`config.mk`:
```
export PLATFORM = sky130hd
export DESIGN_NAME = seg_decoder
export DESIGN_NICKNAME = d
export VERILOG_FILES = /design/src/rtl/seg_pkg.sv /design/src/rtl/seg_lookup.sv /design/src/rtl/seg_decoder.sv
export SDC_FILE = /design/constraint.sdc
export NUM_CORES = 1
export LEC_CHECK = 0
export CAP_MARGIN = 20
export CORE_ASPECT_RATIO = 1.1
export CORE_MARGIN = 4
export CORE_UTILIZATION = 54
export CTS_CLUSTER_DIAMETER = 150
export DETAILED_ROUTE_END_ITERATION = 10
export HOLD_SLACK_MARGIN = 0.05
export PLACE_DENSITY_LB_ADDON = 0.05
export SETUP_SLACK_MARGIN = 0.15
export SKIP_CTS_REPAIR_TIMING = 1
export SYNTH_ARGS = -nofsm -noshare
export SYNTH_HDL_FRONTEND = slang
export SYNTH_HIERARCHICAL = 1
export SYNTH_SLANG_ARGS = --single-unit
export TNS_END_PERCENT = 50
```
`constraint.sdc`:
```
create_clock -name sys_clk -period 3.2 [get_ports sys_clk]
set_clock_uncertainty 0.1 [all_clocks]
set_input_delay 0.8 -clock sys_clk [delete_from_list [all_inputs] [get_ports sys_clk]]
set_output_delay 0.8 -clock sys_clk [all_outputs]
set_load 0.05 [all_outputs]
```
`src/rtl/seg_pkg.sv`:
```
// Shared definitions for seven-segment decode: pattern table, FSM encoding, widths.
`timescale 1ns/1ps
package seg_pkg;

  localparam int unsigned SEG_W     = 7;
  localparam int unsigned DIGIT_W   = 4;
  localparam int unsigned CNT_W     = 4;
  localparam int unsigned ERR_W     = 8;
  localparam int unsigned NUM_DIGIT = 16;

  localparam int unsigned STABLE_CYCLES_DEF = 4;

  // Active-high segment patterns, bit0 = a .. bit6 = g
  localparam logic [SEG_W-1:0] SEG_0 = 7'h3F;
  localparam logic [SEG_W-1:0] SEG_1 = 7'h06;
  localparam logic [SEG_W-1:0] SEG_2 = 7'h5B;
  localparam logic [SEG_W-1:0] SEG_3 = 7'h4F;
  localparam logic [SEG_W-1:0] SEG_4 = 7'h66;
  localparam logic [SEG_W-1:0] SEG_5 = 7'h6D;
  localparam logic [SEG_W-1:0] SEG_6 = 7'h7D;
  localparam logic [SEG_W-1:0] SEG_7 = 7'h07;
  localparam logic [SEG_W-1:0] SEG_8 = 7'h7F;
  localparam logic [SEG_W-1:0] SEG_9 = 7'h6F;
  localparam logic [SEG_W-1:0] SEG_A = 7'h77;
  localparam logic [SEG_W-1:0] SEG_B = 7'h7C;
  localparam logic [SEG_W-1:0] SEG_C = 7'h39;
  localparam logic [SEG_W-1:0] SEG_D = 7'h5E;
  localparam logic [SEG_W-1:0] SEG_E = 7'h79;
  localparam logic [SEG_W-1:0] SEG_F = 7'h71;

  localparam logic [SEG_W-1:0] SEG_BLANK = 7'h00;

  // Entry i holds the pattern for hex digit i
  localparam logic [NUM_DIGIT-1:0][SEG_W-1:0] SEG_TABLE = {
    SEG_F, SEG_E, SEG_D, SEG_C, SEG_B, SEG_A, SEG_9, SEG_8,
    SEG_7, SEG_6, SEG_5, SEG_4, SEG_3, SEG_2, SEG_1, SEG_0
  };

  typedef enum logic [1:0] {
    ST_IDLE   = 2'd0,
    ST_SETTLE = 2'd1,
    ST_LOCKED = 2'd2
  } seg_state_e;

  typedef struct packed {
    logic               legal;
    logic               blank;
    logic [DIGIT_W-1:0] digit;
  } seg_lookup_t;

endpackage

```
`src/rtl/seg_lookup.sv`:
```
// Combinational map from a normalised segment pattern to {legal, blank, digit}.
`timescale 1ns/1ps
module seg_lookup
  import seg_pkg::*;
(
  input  logic [SEG_W-1:0] pattern_i,
  output seg_lookup_t      lookup_o
);

  // Scan the digit table; at most one entry can match since all patterns are distinct
  always_comb begin
    lookup_o       = '0;
    lookup_o.blank = (pattern_i == SEG_BLANK);
    for (int unsigned i = 0; i < NUM_DIGIT; i++) begin
      if (pattern_i == SEG_TABLE[DIGIT_W'(i)]) begin
        lookup_o.legal = 1'b1;
        lookup_o.digit = DIGIT_W'(i);
      end
    end
  end

endmodule

```
`src/rtl/seg_decoder.sv`:
```
// Debounced seven-segment to hex decoder: samples, normalises polarity, waits for a
// stable pattern, then publishes the digit, a change strobe, or an error pulse.
`timescale 1ns/1ps
module seg_decoder
  import seg_pkg::*;
#(
  parameter int unsigned STABLE_CYCLES = STABLE_CYCLES_DEF
) (
  input  logic               sys_clk,
  input  logic               reset_n,
  input  logic               cfg_cathode_mode,
  input  logic [SEG_W-1:0]   seg_in,
  output logic [DIGIT_W-1:0] hex_out,
  output logic               hex_valid,
  output logic               hex_strobe,
  output logic               seg_err,
  output logic [ERR_W-1:0]   err_count
);

  localparam logic [CNT_W-1:0] CNT_SAT    = CNT_W'(STABLE_CYCLES);
  localparam logic [CNT_W-1:0] CNT_ACCEPT = CNT_W'(STABLE_CYCLES - 1);
  localparam logic [ERR_W-1:0] ERR_MAX    = '1;

  seg_state_e         state_q, state_d;
  logic [SEG_W-1:0]   sample_q, sample_d;
  logic [CNT_W-1:0]   cnt_q, cnt_d;
  logic [DIGIT_W-1:0] hex_q, hex_d;
  logic               valid_q, valid_d;
  logic               strobe_q, strobe_d;
  logic               err_q, err_d;
  logic [ERR_W-1:0]   errcnt_q, errcnt_d;

  logic [SEG_W-1:0]   norm_c;
  logic               changed_c;
  logic               accept_c;
  seg_lookup_t        lk_c;

  // Polarity normalisation: common anode drives segments low
  assign norm_c    = cfg_cathode_mode ? seg_in : ~seg_in;
  assign changed_c = (norm_c != sample_q);
  // Acceptance lands on the edge that brings the counter to saturation, once per hold
  assign accept_c  = (state_q != ST_LOCKED) && !changed_c && (cnt_q == CNT_ACCEPT);

  // Decode the held sample; it equals norm_c whenever acceptance fires
  seg_lookup u_lookup (
    .pattern_i (sample_q),
    .lookup_o  (lk_c)
  );

  // Next-state logic: settling counter, FSM, and accepted-pattern outputs
  always_comb begin
    sample_d = norm_c;
    cnt_d    = cnt_q;
    state_d  = state_q;
    hex_d    = hex_q;
    valid_d  = valid_q;
    strobe_d = 1'b0;
    err_d    = 1'b0;
    errcnt_d = errcnt_q;

    if (changed_c) begin
      cnt_d   = '0;
      state_d = ST_SETTLE;
    end else begin
      if (cnt_q != CNT_SAT) begin
        cnt_d = cnt_q + CNT_W'(1);
      end
      if (accept_c) begin
        state_d = ST_LOCKED;
        if (lk_c.legal) begin
          hex_d    = lk_c.digit;
          valid_d  = 1'b1;
          strobe_d = !valid_q || (lk_c.digit != hex_q);
        end else if (lk_c.blank) begin
          valid_d = 1'b0;
        end else begin
          valid_d = 1'b0;
          err_d   = 1'b1;
          if (errcnt_q != ERR_MAX) begin
            errcnt_d = errcnt_q + ERR_W'(1);
          end
        end
      end
    end
  end

  // State and output registers; reset discards any pending pattern
  always_ff @(posedge sys_clk or negedge reset_n) begin
    if (!reset_n) begin
      state_q  <= ST_IDLE;
      sample_q <= SEG_BLANK;
      cnt_q    <= '0;
      hex_q    <= '0;
      valid_q  <= 1'b0;
      strobe_q <= 1'b0;
      err_q    <= 1'b0;
      errcnt_q <= '0;
    end else begin
      state_q  <= state_d;
      sample_q <= sample_d;
      cnt_q    <= cnt_d;
      hex_q    <= hex_d;
      valid_q  <= valid_d;
      strobe_q <= strobe_d;
      err_q    <= err_d;
      errcnt_q <= errcnt_d;
    end
  end

  assign hex_out    = hex_q;
  assign hex_valid  = valid_q;
  assign hex_strobe = strobe_q;
  assign seg_err    = err_q;
  assign err_count  = errcnt_q;

endmodule

```
==> After elaboration in Yosys (flattened, before gate mapping) <==
Cells that the tools add are included.
{ "word_totals": {"reg_bits": 28, "latchBits": 0, "ram_bits": 0, "mem_bits_ro": 0, "input_bits": 10, "out_inout_bits": 15, "wordCells": 91, "n_memories": 0} }
{ "classes": {"addsub": 2, "multipliers": 0, "div_mod_pow": 0, "magnitude_cmp": 0, "eq_ne": 22, "shift": 0, "n_mux": 44, "n_bitwise": 4, "n_reduce_logical": 11} }
{ "op_table": {"columns": ["op", "count"], "rows": [
  ["$eq 7x7->1 const B", 12],
  ["$mux 4", 10],
  ["$mux 1", 25],
  ["$eq 7x3->1 const B", 2],
  ["$eq 7x6->1 const B", 2],
  ["$mux 3", 4],
  ["$add 8x1->8 const B", 1],
  ["$mux 2", 4],
  ["$ne 8x8->1 const B", 1],
  ["$logic_not 7->1", 1],
  ["$mux 7", 1],
  ["$ne 7x7->1", 1],
  ["$not 7->7", 1],
  ["$reduce_and 5->1", 1],
  ["$add 4x1->4 const B", 1],
  ["$eq 4x2->1 const B", 1],
  ["$ne 4x3->1 const B", 1],
  ["$ne 4x4->1", 1],
  ["$reduce_bool 2->1", 2],
  ["$not 1->1", 3],
  ["$reduce_and 3->1", 1],
  ["$logic_and 1x1->1", 2],
  ["$logic_not 1->1", 2],
  ["$ne 2x2->1 const B", 1],
  ["2 further kinds", 2]
]} }

==> Depth between registers and ports, before layout <==
{ "logic_depth": {"word_depth": 21, "depth_mapped": 10, "depth_no_buf": 9} }

==> Modules after synthesis <==
The synthesis kept the hierarchy.
{ "by_module_without_submodules": {"columns": ["mod", "instances", "cells_each", "area_per_inst_um2", "seq_area_each_um2"], "rows": [
  ["seg_decoder", 1, 122, 1398.8, 700.7],
  ["seg_lookup", 1, 63, 391.6, 0.0]
]} }

==> Worst setup path before layout <==
OpenSTA, ideal clock, no wires.
{ "synth_timing": {"path_kind": "flip-flop to flip-flop", "from": "register sample_q[5]", "to": "register errcnt_q[1] (netlist: err_count[1])", "setup_time_ns": 0.125, "t_arrival_ns": 2.188, "t_required_ns": 2.975, "setup_slack_ns": 0.787, "path_stages_with_launch": 11, "n_path_buf": 1, "synth_period_minus_slack_ns": 2.413, "path_cell_list": "dfrtp_1 buf_6 or4_4 o22ai_2 a31oi_1 o211ai_1 nor2_1 nand3_1 a31oi_1 o21ai_2 mux2_4"} }
{ "synth_lines": {"columns": ["item", "line_no", "source"], "rows": [
  ["start, declared", "seg_decoder.sv:25", "logic [SEG_W-1:0] sample_q, sample_d;"],
  ["start signal, assigned", "seg_decoder.sv:100", "sample_q <= sample_d;"],
  ["end signal, assigned", "seg_decoder.sv:106", "errcnt_q <= errcnt_d;"],
  ["end, declared", "seg_decoder.sv:31", "logic [ERR_W-1:0] errcnt_q, errcnt_d;"]
]} }

==> metrics.md <==
| Metric | Value |
|---|---|
| Initial Utilization | 0.573 |
| Setup_tns | 0 ns |
| Distinct cells, synth | 39 |
| ANT nets after route | 0 |
| H-tree levels | 1 |
| Post-DP HPWL | around 2.7 mm |
| R2R setup slack | between 0.3 and 0.4 ns |
| Most area-consuming cells after synthesis | dfrtp_1, xnor2_1, nor2_1, mux2_2, mux2_4 |
| Vias in the first global route | about 1400 |
| Via count | ~1400 |
| Die W | 62.9 um |
| Setup crit start | sample_q[2]$_DFF_PN0_ |
| Status | completed |
| CP Buf/Inv Count | 0 |
| WHS Path Cells | 2 |
| Crit share post-route | 0.896 |
| Die height | about 68 um |
| Synthesis-stage register bit count | 28 |
| Slowest stage cell on the critical path | dfrtp_1 |
| EDFF count, synth | 0 |
| Worst-margin pin slew | approximately 0.5 ns |
| Commonest cells post-synth | dfrtp_1, xnor2_1, nor2_1, nand2_1, nand3_1 |
| Worst-skew pair later-pin latency | approximately 0.32 ns |
| Wirelength, routed | around 3.5 mm |
| Reg power frac | 0.582 |
| I/O pin total | 25 |
| Hold crit path type | register to register |
| CP arrival | roughly 3 ns |
| Sequential element share of the synthesized area | 0.391 |
| Static Leakage | about 0.83 nW |
| Crit path required time | around 3.3 ns |
| NumNets Final | ~220 |
| Net Sw Frac | 0.282 |
| Antenna violations before repair | 0 |
| Crit-path most repeated cell | nor3_1 |
| RSZ-0062 raised after global routing | false |
| Starting DRT DRC Count | 57 |
| Largest net degree at the start of global routing | 29 |
| Internal cell power | 0.490 mW |
| Met2 Resource Use GR | 0.329 |
| WHS | roughly 0.43 ns |
| Fin. Hold Viols | 0 |
| Via density | between 5 and 6 |
| Setup violators final | 0 |
| Die area | approximately 4300 sq um |
| GRT Overall Usage | 0.176 |
| Total power | slightly below 0.7 mW |
| Wirelength per Cell | about 15 um |
| CORE AREA | 3130 sq um |
| Site Rows | 21 |
| Crit end category | register |
| Final WS setup | around 0.33 ns |
| Ys async rst share | 1.00 |
| Ys Warns | 6 |
| Total gr overflow | 0 |
| Post-place setup slack | ~0.20 ns |
| DRC Markers | 0 |
| Crit path launch type | register |
| Hold Crit Endpoint | state_q[1]$_DFFE_PN0P_ |
| Area leader, netlist | dfrtp_1 |
| Layer with the highest usage | met2 |
| PwrDens | roughly 330 nW/um^2 |
| CP max stage delay | 0.69 ns |
| Clock Path Buffers | 2 |
| Clock share of power | 0.249 |
| Top-count cell post-synth | dfrtp_1 |
| CTS tree | built |
| Number of max-cap violations | 0 |
| GPL Wtd Cong | 0.855 |
| Fill count | approximately 260 |
| CTS Root Cell | clkbuf_4 |
| Fmax | 349 MHz |
| # diodes | 0 |
| Number of port buffers | 24 |
| Mapped Area | about 1800 sq um |
| CTS Buf Count | 3 |
| Crit-path cells | nand2b_1 -> nor3_1 -> nor3_1 -> o211ai_1 -> nor2_1 -> nand3_1 -> a31oi_1 -> o21ai_2 -> mux2_4 |
| Largest fanout on the critical path | 15 |
| Cells after synthesis | between 150 and 200 |
| Peak supply drop | roughly 0.20 mV |
| Layout cell share with drive strength beyond 1 | 0.135 |
| Inst Count DP | 237 |
| Worst-path clk slew | ~0.15 ns |
| Clk sinks | 28 |
| Met1 Usage GRT | 0.210 |
| RR Endpoint | err_count[1]$_DFFE_PN0P_ |
| Top FF cell, synth | dfrtp_1 |
| Syn nets | roughly 200 |
| Crit Path Category | register to register |
| Comb pwr share | 0.168 |
| R2R Path Start | sample_q[2]$_DFF_PN0_ |
| Reg2reg path depth | 9 |
| Hold path startpoint | state_q[1]$_DFFE_PN0P_ |
| Initial DRT Pass Iterations | 4 |
| Slew Limit Fails | 0 |
| CP top delay family | simple AND/OR/NAND/NOR gates |
| Yosys top cell area share | 0.391 |
| Grt met3 use | 0.0296 |
| Slew margin rel. | 0.661 |
| Layout Cells excl Fill | 241 |
| Min Clock Period, post-route | around 2.9 ns |
| First-pass GRT wire length | approximately 6.1 mm |
| Synth Area per Inst | just under 10 sq um |
| Switch Pwr | approximately 0.19 mW |
| Synth-to-Final Area Change | 15.7% |
-- power groups by stage --
stage | Sequential (mW) | Clock [mW] | Combinational (mW)
finish | 0.398 | 0.170 | 0.115
global placement | 0.403 | 0 | 0.112
CTS | 0.397 | 0.173 | 0.115
global route | 0.401 | 0.190 | 0.127
floorplan | 0.380 | 0 | 0.104
detailed placement | 0.404 | 0 | 0.115
-- stage by stage --
stage	area [sq um]	util
4_1_cts	2070	0.663
6_report	2070	0.663
3_3_place_gp	2040	0.651
3_5_place_dp	2040	0.651
5_1_grt	2070	0.663
2_1_floorplan	1790	-
-- routing by layer --
| metal | up-vias | share of wire |
|---|---|---|
| li1 | 705 | - |
| met1 | 677 | 0.45 |
| met2 | 29 | 0.50 |
| met3 | 6 | 0.032 |
| met4 | 0 | 0.014 |
| met5 | - | 0 |
-- logic make-up (layout without fill, tap and decap cells) --
logic type | Yosys count | in the layout | synth area share
xor+xnor | 28 | 28 | 0.137
flops | 28 | 28 | 0.391
compound gates | 34 | 34 | 0.136
fa+ha+maj | 3 | 3 | 0.0210
simple gates | 68 | 68 | 0.212
buf+inv | 17 | 39 | 0.0524
mux | 7 | 7 | 0.0503
-- cell type report --
cell class                 instances  area [sq um]  area share
timing repair buffer              28           270       0.130
inverter                           7          26.3      0.0127
clock buffer                       4          36.3      0.0175
tap                               34          42.5      0.0205
sequential                        28           701       0.338
multi-input combinational        140           996       0.481
-- worst min-delay path, delay by kind of cell (launching register included) --
kind	cells	cell delay, ns
flops	1	0.38
simple gates	2	0.12
-- cells in the final DEF, fill, tap and decap left out, types with 4 or more instances in the layout --
cell	count
a21oi_1	6
buf_4	4
clkdlybuf4s50_1	24
dfrtp_1	28
inv_1	7
mux2_2	4
nand2_1	10
nand2b_1	6
nand3_1	8
nand4_1	5
nor2_1	15
nor3_1	4
nor4_1	5
o211ai_1	6
o21ai_0	6
xnor2_1	24
xor2_1	4
-- sequential cells by signal, summed over array words and instances, names as in the netlist --
name	cells
cnt_q	4
err_count	8
hex_out	4
hex_strobe	1
hex_valid	1
sample_q	7
seg_err	1
state_q	2
-- worst max-delay path by stage --
stage | end | depth (start not counted) | slack [ns]
after floorplan | err_count[1]$_DFFE_PN0P_ | 10 | 0.79
after global placement | hex_out[0]$_DFFE_PN0P_ | 6 | 0.26
after detailed placement | hex_out[0]$_DFFE_PN0P_ | 6 | 0.20
after CTS | err_count[1]$_DFFE_PN0P_ | 9 | 0.36
after global routing | err_count[1]$_DFFE_PN0P_ | 9 | 0.16
final | err_count[1]$_DFFE_PN0P_ | 9 | 0.33
Power figures use the tool's default switching activity.
